==> src/rtl/set_bit_serializer.sv <==
// Decomposes a WIDTH-bit mask into its set bits, emitting one bit index per
// valid/ready transfer, lowest index first.
module set_bit_serializer #(
  parameter int WIDTH = 32,
  parameter int IDX_W = 5
) (
  input  logic             clk,
  input  logic             rst,
  input  logic             in_valid,
  output logic             in_ready,
  input  logic [WIDTH-1:0] in_mask,
  output logic             out_valid,
  input  logic             out_ready,
  output logic [IDX_W-1:0] out_index,
  output logic [WIDTH-1:0] out_onehot,
  output logic             out_last,
  output logic             empty_done
);

  typedef enum logic {IDLE, BUSY} state_t;

  state_t           state, state_n;
  logic [WIDTH-1:0] rem, rem_n;
  logic [WIDTH-1:0] low, rest;
  logic [IDX_W-1:0] idx;
  logic             empty_n;
  logic             busy;

  // Two's-complement trick isolates the lowest set bit; rest drops it.
  assign low  = rem & (~rem + WIDTH'(1));
  assign rest = rem & (rem - WIDTH'(1));
  assign busy = (state == BUSY);

  always_comb begin
    idx = '0;
    for (int i = 0; i < WIDTH; i++)
      if (low[i]) idx = idx | IDX_W'(i);
  end

  always_ff @(posedge clk or posedge rst) begin
    if (rst) begin
      state      <= IDLE;
      rem        <= '0;
      empty_done <= 1'b0;
    end else begin
      state      <= state_n;
      rem        <= rem_n;
      empty_done <= empty_n;
    end
  end

  always_comb begin
    state_n   = state;
    rem_n     = rem;
    empty_n   = 1'b0;
    in_ready  = 1'b0;
    out_valid = 1'b0;
    case (state)
      IDLE: begin
        in_ready = 1'b1;
        if (in_valid) begin
          if (in_mask == '0) begin
            empty_n = 1'b1;
          end else begin
            rem_n   = in_mask;
            state_n = BUSY;
          end
        end
      end
      BUSY: begin
        out_valid = 1'b1;
        if (out_ready) begin
          rem_n = rest;
          if (rest == '0) state_n = IDLE;
        end
      end
      default: state_n = IDLE;
    endcase
  end

  // Outputs are forced to zero outside BUSY so IDLE never shows stale data.
  assign out_onehot = busy ? low : '0;
  assign out_index  = busy ? idx : '0;
  assign out_last   = busy && (rest == '0);

endmodule
==> config.mk <==
export PLATFORM = sky130hd
export DESIGN_NAME = set_bit_serializer
export DESIGN_NICKNAME = d
export VERILOG_FILES = /design/src/rtl/set_bit_serializer.sv
export SDC_FILE = /design/constraint.sdc
export NUM_CORES = 1
export LEC_CHECK = 0
export BUFFER_PORTS_ARGS = -buffer_cell sky130_fd_sc_hd__buf_2
export CAP_MARGIN = 0
export CORE_UTILIZATION = 48
export DETAILED_ROUTE_END_ITERATION = 8
export GPL_TIMING_DRIVEN = 0
export PLACE_DENSITY = 0.79
export SLEW_MARGIN = 20
export SYNTH_ARGS = -nofsm -noshare
export SYNTH_HDL_FRONTEND = slang
export SYNTH_SLANG_ARGS = --single-unit
==> constraint.sdc <==
create_clock -name clk -period 2.9 [get_ports clk]
set_input_delay 0.58 -clock clk [delete_from_list [all_inputs] [get_ports clk]]
set_output_delay 0.58 -clock clk [all_outputs]
set_load 0.01 [all_outputs]
==> impl_results.md <==
- DR WL/cell: 22.8 um
- Total negative slack: -4.54 ns
- CP cell instances: or4_4 > or4_4 > or3_4 > a22oi_2 > nand4_1 > nor4_2 > buf_2
- First-pass GRT wire length: 19200 um
- Cts bufs inserted: 5
- Final Max Slew Viols: 0
- CP startpoint kind: flop
- CP max FO: 5
- Total track usage: 41.4%
- DRT antenna net count: 0
- Share of cells above drive strength 1: 42.6%
- Post-synthesis sequential area ratio: 30.3%
- Number of synthesized register bits: 34
- CORE AREA: 5570 um2
- Reg clk slew, reported paths: 0.08 ns
- Main synth FF type: dfrtp_1
- FF-to-FF path depth: 7
- Kind of end point of the critical path: output port
- # diodes: 0
- Yosys top cell by area: dfrtp_1
- Worst path most repeated cell: or4_4
- CP top delay family: simple AND/OR/NAND/NOR gates
- Die Wd: 78.5 um
- VDD IR-drop max: 663 uV
- NumNets Final: 538
- # IOs: 77
- Via/cell ratio: 7.03
- DP Wirelength: 8800 um
- Post-Synthesis Cells: 382
- Root Driver: clkbuf_8
- Unrepaired setup endpoints after global routing: true
- Synth top area cells: dfrtp_1, o21ai_0, nand2_1, nor4_1, a22o_1
- Worst slew margin: 26.1%
- Status: complete, but fails checks
- DR vias: 4037
- Avg Inst Size Synth: 7.36 um2
- Leak Pwr: 1.84 nW
- Yosys warning total: 0
- Routed WL: 13100 um
- Syn_nets: 418
- Largest net degree at the start of global routing: 35
- Vias in the first global route: 3599
- Synth top area share: 30.3%
- Pwr Density: 960 nW/um2
- Placer Congestion: 0.982
- Fill cell count: 436
- Tcrit/Tclk final: 122%
- Mapped Area: 2810 um2
- Htree depth: 2
- Fin crit period: 3.53 ns
- Crit path largest cell delay: 0.56 ns
- Port bufs: 76
- Initial Utilization: 50.4%
- Final setup fails: 16
- PnR worst setup slack: -0.626 ns
- HP Class: in -> async
- Class of the most critical setup path: reg -> out
- Crit path required time: 2.32 ns
- Hold Vio Cnt, Final: 0
- Iteration count of the initial detailed-routing pass: 5
- Critical Path AT: 2.95 ns
- Gr ovfl total: 0
- Critical Path Stages: 7
- CTS tree: built
- Failing checks: negative setup slack
- Fin area: 4210 um2
- WP buf/inv: 1
- Die area: 6160 um2
- Synth top cells by count: nand2_1, o21ai_0, dfrtp_1
- Number of flops mapped to enable cells by yosys: 0
- Worst-margin pin slew: 1.10 ns
- CTS max path bufs: 2
- Most common cell in the netlist: nand2_1
- Max-cap violations: 0
- Area Overhead vs Synth: 49.7%
- Clock Sink Count: 34
- Distinct cells, synth: 56
- Final Skew: 0.00446 ns
- Row Count: 27
- Number of DRC markers in iteration 0: 606
- DRC viols: 0
- Fmax: 0.284 GHz
- Chip height: 78.5 um
- Async SR Flop Fraction: 100%
- CP max-delay cell: or4_4
- Cell Area, Placed: 3310 um2
- Initial antenna violation count: 0
- Worst-Skew Late Latency: 0.29 ns
## cell type report
cell class                      instances  area (um2)  share of cell area [%]
Multi-Input combinational cell        302        2190                    51.9
Sequential cell                        34         865                    20.5
Timing Repair Buffer                  127         808                    19.2
Tap cell                               72        90.1                    2.14
Buffer                                 17        88.8                    2.11
Clock buffer                            6        82.6                    1.96
Inverter                               15        57.6                    1.37
Clock inverter                          1        30.0                   0.714
## report_power, final
group	internal, mW	switching, mW	total (mW)
Sequential	0.633	0.334	0.967
Combinational	1.10	1.50	2.60
Clock	0.275	0.195	0.471
## metal layers
metal	wire length, um	GRT usage (%)	vias to the layer above
met5	0	0	-
met2	5730	63.4	356
met3	1770	7.44	62
li1	-	-	1710
met1	4990	56.8	1909
met4	591	17.2	0
## kinds of logic after synthesis
family	share of synthesized area (%)
adders and majority gates	0.356
buffers and inverters	6.68
DFF	30.3
and+or+nand+nor	33.9
AOI/OAI and AO/OA	28.8
## worst register-to-register path, stage by stage, from the launching register on
cell,delay [ns]
dfrtp_2,0.46
or4_4,0.53
or4_4,0.57
or3_4,0.42
buf_4,0.17
a222oi_1,0.38
nand4_1,0.14
o32a_1,0.35
## path summary, 6_finish.rpt
check	startpoint	endpoint	slack (ns)
min in group clk	in_mask[28]	rem[28]	0.50
setup reg to reg	rem[26]	busy	-0.23
hold / removal	rst	rem[9]	0.43
max in group asynchronous	rst	rem[25]	1.92
hold reg to reg	rem[24]	rem[24]	0.61
setup / recovery	rem[26]	out_last	-0.63
## per-stage QoR
stage | std cells | worst slack [ns] | hold slack, ns | utilization (%) | power [mW]
6_report | 574 | -0.626 | 0.425 | 75.5 | 4.04
5_1_grt | 574 | -0.611 | 0.494 | 75.5 | 4.20
3_3_place_gp | 530 | -0.747 | 0.577 | 59.4 | 2.65
2_1_floorplan | 382 | -0.285 | 0.518 | - | 2.03
4_1_cts | 558 | -0.707 | 0.454 | 68.6 | 3.57
3_5_place_dp | 530 | -0.772 | 0.577 | 59.4 | 2.64
## registers in the layout (all words and copies together) (netlist names)
register and count:
rem 32, empty_done 1, busy 1
## cell usage in the layout, fill, tap and decap left out, types with 4 or more instances in the layout
master	netlist	final
a211oi_1	6	5
a22o_1	16	16
or4_4	1	4
nor3_4	0	5
nor4_1	23	13
nor2_1	29	22
nor4_4	0	6
or3_1	8	4
dfrtp_1	34	23
nand3_2	0	4
buf_6	1	10
or3_4	0	4
nand4_1	12	12
or4_1	7	4
and3_4	0	4
a21oi_1	21	21
clkbuf_8	0	6
nor2_4	0	4
nor3_1	25	13
buf_4	1	44
nand2_1	40	40
and3_1	14	10
buf_2	3	74
inv_1	14	13
nor4_2	1	5
dfrtp_2	0	11
clkbuf_1	25	12
nor3_2	0	7
nand3_1	11	5
o21ai_0	35	33
## timing repair
| item | CTS | global route |
|---|---|---|
| gates resized for setup | 50 | 62 |
| hold buffers | 0 | 0 |
| setup endpoints to repair | 30 | 47 |
| pin swaps | 15 | 29 |
| hold endpoints to repair | 0 | 0 |
| setup buffers | 31 | 27 |
Power figures use the tool's default switching activity.
